**src/rtl/cpu_types_pkg.sv**
```systemverilog
// Shared CPU types: word type, reset PC, fetch FSM states and the queued fetch record.
package cpu_types_pkg;

    typedef logic [31:0] word_t;

    localparam word_t PC_INIT = 32'h0000_0000;

    typedef enum logic [1:0] {
        RUN,
        DRAIN,
        HALTED
    } fetch_state_t;

    typedef struct packed {
        word_t instr;
        word_t pc4;
    } fetch_entry_t;

endpackage

```
**src/rtl/fetch_queue.sv**
```systemverilog
// Two-entry in-order queue of fetched {instr, pc4}; head visible the cycle after a push.
// Push is dropped when full unless a pop frees the slot; flush wins over push and pop.
module fetch_queue
    import cpu_types_pkg::*;
(
    input  logic         CLK,
    input  logic         RST,
    input  logic         push,
    input  fetch_entry_t push_dat,
    input  logic         pop,
    input  logic         flush,
    output logic [1:0]   count,
    output logic         head_vld,
    output fetch_entry_t head_dat
);

    fetch_entry_t ent0_q, ent0_d;
    fetch_entry_t ent1_q, ent1_d;
    logic [1:0]   cnt_q, cnt_d;
    logic         do_push, do_pop;

    always_comb begin
        ent0_d  = ent0_q;
        ent1_d  = ent1_q;
        cnt_d   = cnt_q;
        do_pop  = 1'b0;
        do_push = 1'b0;
        if (flush) begin
            ent0_d = '0;
            ent1_d = '0;
            cnt_d  = 2'd0;
        end else begin
            do_pop  = pop && (cnt_q != 2'd0);
            do_push = push && ((cnt_q != 2'd2) || do_pop);
            // Entry 0 is always the head; a pop shifts entry 1 forward.
            if (do_pop) begin
                ent0_d = ent1_q;
                ent1_d = '0;
            end
            if (do_push) begin
                if ((cnt_q == 2'd0) || ((cnt_q == 2'd1) && do_pop)) begin
                    ent0_d = push_dat;
                end else begin
                    ent1_d = push_dat;
                end
            end
            case ({do_push, do_pop})
                2'b10:   cnt_d = cnt_q + 2'd1;
                2'b01:   cnt_d = cnt_q - 2'd1;
                default: cnt_d = cnt_q;
            endcase
        end
    end

    always_ff @(posedge CLK) begin
        if (RST) begin
            ent0_q <= '0;
            ent1_q <= '0;
            cnt_q  <= 2'd0;
        end else begin
            ent0_q <= ent0_d;
            ent1_q <= ent1_d;
            cnt_q  <= cnt_d;
        end
    end

    assign count    = cnt_q;
    assign head_vld = (cnt_q != 2'd0);
    assign head_dat = head_vld ? ent0_q : '0;

endmodule

```
**src/rtl/pipeline_fetch.sv**
```systemverilog
// Instruction fetch: PC/redirect/halt FSM feeding a 2-entry queue; ihit-to-head latency one cycle.
// Stops requesting when the queue is full; stall holds the head, redirect/halt flush it.
module pipeline_fetch
    import cpu_types_pkg::*;
(
    input  logic        CLK,
    input  logic        RST,
    output logic        iREN,
    output logic [31:0] iaddr,
    input  logic        ihit,
    input  logic [31:0] iload,
    input  logic        stall,
    input  logic        redirect,
    input  logic [31:0] redirect_pc,
    input  logic        halt,
    output logic [31:0] instr_fet,
    output logic [31:0] pc4_fet,
    output logic        fet_valid
);

    fetch_state_t state_q, state_d;
    word_t        pc_q, pc_d;
    word_t        redir_pc_q, redir_pc_d;
    logic         halt_pend_q, halt_pend_d;

    logic         ren;
    logic         q_push, q_pop, q_flush;
    logic [1:0]   q_count;
    logic         q_head_vld;
    fetch_entry_t q_head;
    fetch_entry_t q_push_dat;

    always_comb begin
        state_d     = state_q;
        pc_d        = pc_q;
        redir_pc_d  = redir_pc_q;
        halt_pend_d = halt_pend_q;
        ren         = 1'b0;
        q_push      = 1'b0;
        q_pop       = 1'b0;
        q_flush     = 1'b0;
        q_push_dat  = '{instr: iload, pc4: pc_q + 32'd4};
        case (state_q)
            RUN: begin
                ren = (q_count != 2'd2);
                if (halt) begin
                    q_flush = 1'b1;
                    if (ren && !ihit) begin
                        state_d     = DRAIN;
                        halt_pend_d = 1'b1;
                    end else begin
                        state_d = HALTED;
                    end
                end else if (redirect) begin
                    q_flush = 1'b1;
                    if (ren && !ihit) begin
                        redir_pc_d = redirect_pc;
                        state_d    = DRAIN;
                    end else begin
                        pc_d = redirect_pc;
                    end
                end else begin
                    q_pop = q_head_vld && !stall;
                    if (ren && ihit) begin
                        q_push = 1'b1;
                        pc_d   = pc_q + 32'd4;
                    end
                end
            end
            DRAIN: begin
                // The stale request stays on the bus until memory answers it.
                ren = 1'b1;
                if (redirect) begin
                    redir_pc_d = redirect_pc;
                end
                if (halt) begin
                    halt_pend_d = 1'b1;
                end
                if (ihit) begin
                    if (halt_pend_q || halt) begin
                        state_d = HALTED;
                    end else begin
                        pc_d    = redirect ? redirect_pc : redir_pc_q;
                        state_d = RUN;
                    end
                end
            end
            HALTED: begin
                ren = 1'b0;
            end
            default: begin
                state_d = RUN;
            end
        endcase
    end

    always_ff @(posedge CLK) begin
        if (RST) begin
            state_q     <= RUN;
            pc_q        <= PC_INIT;
            redir_pc_q  <= '0;
            halt_pend_q <= 1'b0;
        end else begin
            state_q     <= state_d;
            pc_q        <= pc_d;
            redir_pc_q  <= redir_pc_d;
            halt_pend_q <= halt_pend_d;
        end
    end

    fetch_queue u_queue (
        .CLK      (CLK),
        .RST      (RST),
        .push     (q_push),
        .push_dat (q_push_dat),
        .pop      (q_pop),
        .flush    (q_flush),
        .count    (q_count),
        .head_vld (q_head_vld),
        .head_dat (q_head)
    );

    assign iREN      = ren && !RST;
    assign iaddr     = pc_q;
    assign fet_valid = q_head_vld && !RST;
    assign instr_fet = fet_valid ? q_head.instr : 32'h0;
    assign pc4_fet   = fet_valid ? q_head.pc4   : 32'h0;

endmodule
```
**config.mk**
```make
export PLATFORM = sky130hd
export DESIGN_NAME = pipeline_fetch
export DESIGN_NICKNAME = d
export VERILOG_FILES = /design/src/rtl/cpu_types_pkg.sv /design/src/rtl/fetch_queue.sv /design/src/rtl/pipeline_fetch.sv
export SDC_FILE = /design/constraint.sdc
export NUM_CORES = 1
export LEC_CHECK = 0
export CAP_MARGIN = 20
export CORE_ASPECT_RATIO = 1.25
export CORE_MARGIN = 1
export CORE_UTILIZATION = 50
export CTS_BUF_LIST = sky130_fd_sc_hd__clkbuf_4 sky130_fd_sc_hd__clkbuf_8
export DETAILED_ROUTE_END_ITERATION = 8
export GPL_TIMING_DRIVEN = 0
export PLACE_DENSITY = 0.75
export SYNTH_ARGS = -nofsm -noshare
export SYNTH_HDL_FRONTEND = slang
export SYNTH_HIERARCHICAL = 1
export SYNTH_SLANG_ARGS = --single-unit
```
**constraint.sdc**
```tcl
create_clock -name CLK -period 7.4 [get_ports CLK]
set_input_delay 1.48 -clock CLK [delete_from_list [all_inputs] [get_ports CLK]]
set_output_delay 1.48 -clock CLK [all_outputs]
set_load 0.01 [all_outputs]
```
==> impl_metrics.yaml, run 1 <==
status:
  outcome: "finished, final reports clean"
hold_path:
  hp-start: "u_queue/ent1_q[32]"
  hp-class: "reg -> reg"
die:
  start_util_pct: 50.9
  die_x_um: 132
  rows: 59
  coreArea_um2: 20800
  die_h_um: 165
  die-area_um2: 21800
  pin_count: 168
timing:
  setup_viol: 0
  fin_crit_sh_pct: 71.4
  skew_ps: 19.0
  worst_slew_pin_slew_ps: 708
  fin_crit_ps: 5280
  max_clock_freq_ghz: 0.189
  rsz0062_at_grt: "no"
  hold_violations: 0
  whs_ps: 468
  slew_headroom_pct: 52.3
  drv_slew: 0
  setup_ws_ps: 2120
  finalSetupTns_ps: 0
setup_path:
  end_kind: "primary output"
  worstSetupStartpoint: "RST"
  path_class: "in -> out"
  required_ps: 5920
  slowest_stage: "clkdlybuf4s50_1"
  rr_startpoint: "iaddr[2]"
  worstPathArrival_ps: 3800
  start_kind: "input port"
  slowest_delay_ps: 550
  crit_chain: "clkdlybuf4s50_1 > nor2b_1 > clkbuf_1 > clkbuf_1 > and2_1 > clkdlybuf4s50_1"
  path_max_fanout: 10
drt:
  drc: 0
  ant_nets: 0
  wire_per_inst_um: 17.0
  dr_total_vias: 9977
  routed_wl_mm: 30.6
  vias_per_cell: 5.53
  drt-pass1-iter-count: 5
  drtIter0Drc: 669
grt:
  grt_pass1_wl_mm: 48.9
  antenna_found_initial: 0
  grt-ovfl-total: 0
  grt_max_degree: 20
  grt_pass1_vias: 9396
  grt_usage_pct: 28.3
synth:
  synth_top_family_by_area: "simple AND/OR/NAND/NOR gates"
  synthSimpleGateAreaFrac_pct: 31.3
  async_flop_share_pct: 0
  synth_compound_area_share_pct: 12.8
  muxShareOfSynthArea_pct: 9.35
  ys_seq_elements: 197
  syn_inst: 1333
  synth_fp_nets: 1407
  syn_area_um2: 10600
  syn_area_per_cell_um2: 7.95
  yosysWarnings: 6
  synth_ff_type: "dfxtp_1"
  synth_edf_count: 0
  synthAdderAreaFrac_pct: 0.472
  synthDistinctLibCells: 53
  ys_seq_area_share_pct: 37.2
  synth_xor_area_share_pct: 2.31
placement:
  dpl.hpwl_mm: 23.0
  numPortBuffers: 166
  place_inst: 1773
  dp_worst_setup_slack_ps: 2130
  gp_congestion: 0.948
clock_network:
  cts_max_level: 4
  clk_pin_slew_ps: 110
  cts_tree: "built"
  clock_latency_ps: 480
  cts_resized: 0
  post_cts.repair.setup_buffers: 0
  clock_sinks: 197
  tritoncts.num_buffers: 17
  ctsLongestPathBuffers: 2
  cts_hold_buffers: 0
  cts-root-buf: "clkbuf_8"
layout:
  drive_gt1_share_pct: 6.66
  synthToLayoutAreaGrowth_pct: 22.6
  final_common_cell: "nor2_1"
  fin_cells: 1805
  n_antenna_cell: 0
  final_util_pct: 62.5
  final_nets: 1592
  layout_common_cells: "nor2_1, dfxtp_1, nand2_1, clkdlybuf4s50_1, and2_1"
power_and_ir_drop:
  p_per_area_nw_per_um2: 163
  p_leak_uw: 0.00518
  ir_drop_mv: 0.118
run:
  max-cap-violations: 0
-- layout make-up --
type | instances | area, um2
Fill cell | 1895 | 7820
Multi-Input combinational cell | 1006 | 5960
Sequential cell | 197 | 3940
Timing Repair Buffer | 166 | 1660
Buffer | 114 | 637
Tap cell | 274 | 343
Clock buffer | 17 | 234
Clock inverter | 15 | 159
Inverter | 16 | 60.1
-- worst paths after layout --
kind | to | slack (ps) | cells past startpoint
worst max-delay path | pc4_fet[12] | 2120 | 6
worst min-delay path | u_queue/ent0_q[32] | 470 | 2
worst max register to register | u_queue/ent0_q[20] | 4720 | 7
worst min register to register | u_queue/ent0_q[32] | 470 | 2
-- metal layers --
layer	up-vias	routed length, um	global-route usage, %	share of wire [%]
li1	4897	-	-	-
met1	4674	12900	33.7	42
met2	360	15100	51.2	49
met3	46	1880	4.82	6.1
met4	0	707	10.7	2.3
met5	-	0	0	0
-- logic make-up (layout without fill, tap and decap cells) --
logic type	after synthesis	after routing
buffers and inverters	130	328
flip-flops	197	197
XOR/XNOR	28	28
AO/OA/AOI/OAI	191	191
adder cells (fa/ha/maj)	4	4
multiplexers	99	99
AND/OR/NAND/NOR	684	684
-- sequential cells by signal, summed over array words and instances (netlist names) --
name            flops
u_queue/count       2
u_queue/ent0_q     64
redir_pc_q         32
u_queue/ent1_q     64
halt_pend_q         1
iaddr              32
state_q             2
-- through the flow --
stage / area [um2] / total power, uW
floorplan: 10600 / 1300
global placement: 12600 / 1430
detailed placement: 12600 / 1430
CTS: 13000 / 2120
global route: 13000 / 2200
finish: 13000 / 2120
-- where the power goes --
part           leakage (uW)  total (uW)  switching, uW  internal (uW)
Sequential          0.00159        1120           29.5           1090
Clock              0.000195         705            425            280
Combinational       0.00339         294            170            124
Total               0.00518        2120            625           1490
-- synthesized netlist by cell type (5+ instances only) --
master / instances / area (um2)
a211oi_1: 12 / 90.1
a21oi_1: 29 / 145
a311oi_1: 66 / 578
a31oi_1: 5 / 31.3
and2_1: 126 / 788
and3_1: 5 / 31.3
and4_1: 5 / 43.8
buf_2: 26 / 130
buf_4: 16 / 120
buf_6: 15 / 169
clkbuf_1: 52 / 195
dfxtp_1: 197 / 3940
inv_1: 16 / 60.1
mux2i_1: 99 / 991
nand2_1: 183 / 687
nand2b_1: 6 / 37.5
nand3_1: 14 / 70.1
nand4_1: 7 / 43.8
nor2_1: 210 / 788
nor2b_1: 70 / 438
nor3_1: 15 / 75.1
nor3b_1: 8 / 60.1
nor4_1: 13 / 81.3
o21ai_0: 50 / 250
o31a_1: 7 / 61.3
or3_1: 7 / 43.8
xnor2_1: 14 / 123
xor2_1: 14 / 123
-- worst max-delay path: cells and delay by family --
| kind | cells | cell delay (ps) |
|---|---|---|
| buffers and inverters | 4 | 1900 |
| and+or+nand+nor | 2 | 420 |
No activity file was read; power rests on OpenSTA's default activity.
==> inputs of run 2 (changes only) <==
==> constraint.sdc (replaced) <==
create_clock -name CLK -period 5.5 [get_ports CLK]
set_input_delay 1.1 -clock CLK [delete_from_list [all_inputs] [get_ports CLK]]
set_output_delay 1.1 -clock CLK [all_outputs]
set_load 0.01 [all_outputs]
==> results of run 2 <==
The final DEF is identical to that of run 1. Status: finished, final reports clean.
Main changes from that run: setup slack after placement 2130 ps -> 993 ps; setup slack after layout 2120 ps -> 979 ps; register-to-register setup slack 4720 ps -> 2820 ps; total power 2120 uW -> 2850 uW; worst IR drop on VDD 0.118 mV -> 0.158 mV
==> inputs of run 3 (changes only) <==
--- a/config.mk
+++ b/config.mk
@@ -12,7 +12,7 @@
 export CTS_BUF_LIST = sky130_fd_sc_hd__clkbuf_4 sky130_fd_sc_hd__clkbuf_8
 export DETAILED_ROUTE_END_ITERATION = 8
 export GPL_TIMING_DRIVEN = 0
-export PLACE_DENSITY = 0.75
+export PLACE_DENSITY = 0.78
 export SYNTH_ARGS = -nofsm -noshare
 export SYNTH_HDL_FRONTEND = slang
 export SYNTH_HIERARCHICAL = 1
==> constraint.sdc (replaced) <==
create_clock -name CLK -period 3.9 [get_ports CLK]
set_input_delay 0.78 -clock CLK [delete_from_list [all_inputs] [get_ports CLK]]
set_output_delay 0.78 -clock CLK [all_outputs]
set_load 0.01 [all_outputs]
==> impl_metrics.yaml, run 3 (synthesized netlist as in run 1, its figures left out) <==
power_and_ir_drop:
  power_uw: 4060
  p_leak_uw: 0.00521
  p_per_area_nw_per_um2: 312
  ir_drop_mv: 0.228
drt:
  drc: 0
  drtIter0Drc: 624
  ant_nets: 0
  wire_per_inst_um: 17.0
  routed_wl_mm: 30.7
  drt-pass1-iter-count: 5
  dr_total_vias: 10100
  vias_per_cell: 5.61
clock_network:
  ctsLongestPathBuffers: 2
  cts_tree: "built"
  cts_max_level: 4
  tritoncts.num_buffers: 17
  clock_latency_ps: 490
  clock_sinks: 197
  cts_hold_buffers: 0
  cts-root-buf: "clkbuf_8"
  clk_pin_slew_ps: 100
timing:
  setup_ws_ps: 200
  finalSetupTns_ps: 0
  skew_ps: 15.2
  hold_violations: 0
  drv_slew: 0
  worst_slew_pin_slew_ps: 733
  max_clock_freq_ghz: 0.270
  fin_crit_ps: 3700
  setup_viol: 0
  rsz0062_at_grt: "no"
  fin_crit_sh_pct: 94.9
  whs_ps: 473
  slew_headroom_pct: 50.7
grt:
  grt_pass1_wl_mm: 49.8
  antenna_found_initial: 0
  grt_pass1_vias: 9754
  grt-ovfl-total: 0
  grt_usage_pct: 28.8
  grt_max_degree: 19
setup_path:
  crit_chain: "clkdlybuf4s50_1 > clkbuf_1 > clkbuf_1 > nor3_1 > clkdlybuf4s50_1"
  regToRegSetupSlack_ps: 1150
  slowest_delay_ps: 570
  start_kind: "input port"
  end_kind: "primary output"
  slowest_stage: "clkdlybuf4s50_1"
  path_class: "in -> out"
  worstPathArrival_ps: 2920
  required_ps: 3120
  path_max_fanout: 10
hold_path:
  hp-class: "reg -> reg"
die:
  start_util_pct: 50.9
  coreArea_um2: 20800
  die_x_um: 132
  die-area_um2: 21800
  die_h_um: 165
  rows: 59
  pin_count: 168
run:
  max-cap-violations: 0
layout:
  final_nets: 1592
  multi_input_area_um2: 5960
  drive_gt1_share_pct: 7.12
  final_common_cell: "nor2_1"
  n_antenna_cell: 0
  seq_area_um2: 3950
  synthToLayoutAreaGrowth_pct: 22.8
  nFillCells: 1867
  layout_common_cells: "nor2_1, dfxtp_1, nand2_1, clkdlybuf4s50_1, and2_1"
  reg_top3: "u_queue/ent0_q x64, u_queue/ent1_q x64"
placement:
  dp_worst_setup_slack_ps: -143
  gp_congestion: 0.958
  dpl.hpwl_mm: 23.2
  numPortBuffers: 166
status:
  outcome: "finished, final reports clean"
==> run 3: cell type report <==
type / count / share of cell area (%)
Buffer: 114 / 4.97
Multi-Input combinational cell: 1006 / 45.8
Clock buffer: 17 / 1.80
Tap cell: 274 / 2.63
Timing Repair Buffer: 166 / 12.8
Sequential cell: 197 / 30.3
Inverter: 16 / 0.461
Clock inverter: 15 / 1.30
==> run 3: per-layer routing <==
metal	track usage, %	up-vias	wire length [um]
met3	4.02	72	1880
met4	13.1	0	974
li1	-	4894	-
met5	0	-	0
met1	33.0	4753	12300
met2	53.3	411	15500
==> run 3: metrics by stage <==
step | cell area [um2] | instances | utilization [%]
after detailed placement | 12600 | 1773 | 60.6
after floorplan | 10600 | 1333 | -
after CTS | 13000 | 1805 | 62.5
after global routing | 13000 | 1805 | 62.6
final | 13000 | 1805 | 62.6
after global placement | 12600 | 1773 | 60.6
==> run 3: critical path: cells and delay by family <==
kind,cells,cell delay [ps]
simple gates,1,150
buf+inv,4,1980
==> run 3: final timing paths <==
path / endpoint / depth (start not counted) / start
setup / recovery: iREN / 5 / RST
hold / removal: u_queue/ent0_q[8] / 2 / u_queue/ent1_q[8]
setup reg to reg: u_queue/ent0_q[30] / 7 / iaddr[2]
hold reg to reg: u_queue/ent0_q[8] / 2 / u_queue/ent1_q[8]
==> run 3: power by group <==
group	switching, uW	internal, uW
clock network	790	588
registers	56.8	2070
logic	323	235
total	1170	2890
==> run 3: repair_timing <==
action | CTS | global route
gates resized for setup | 2 | 11
setup endpoints to repair | 50 | 51
setup buffers | 0 | 0
cloned | 0 | 0
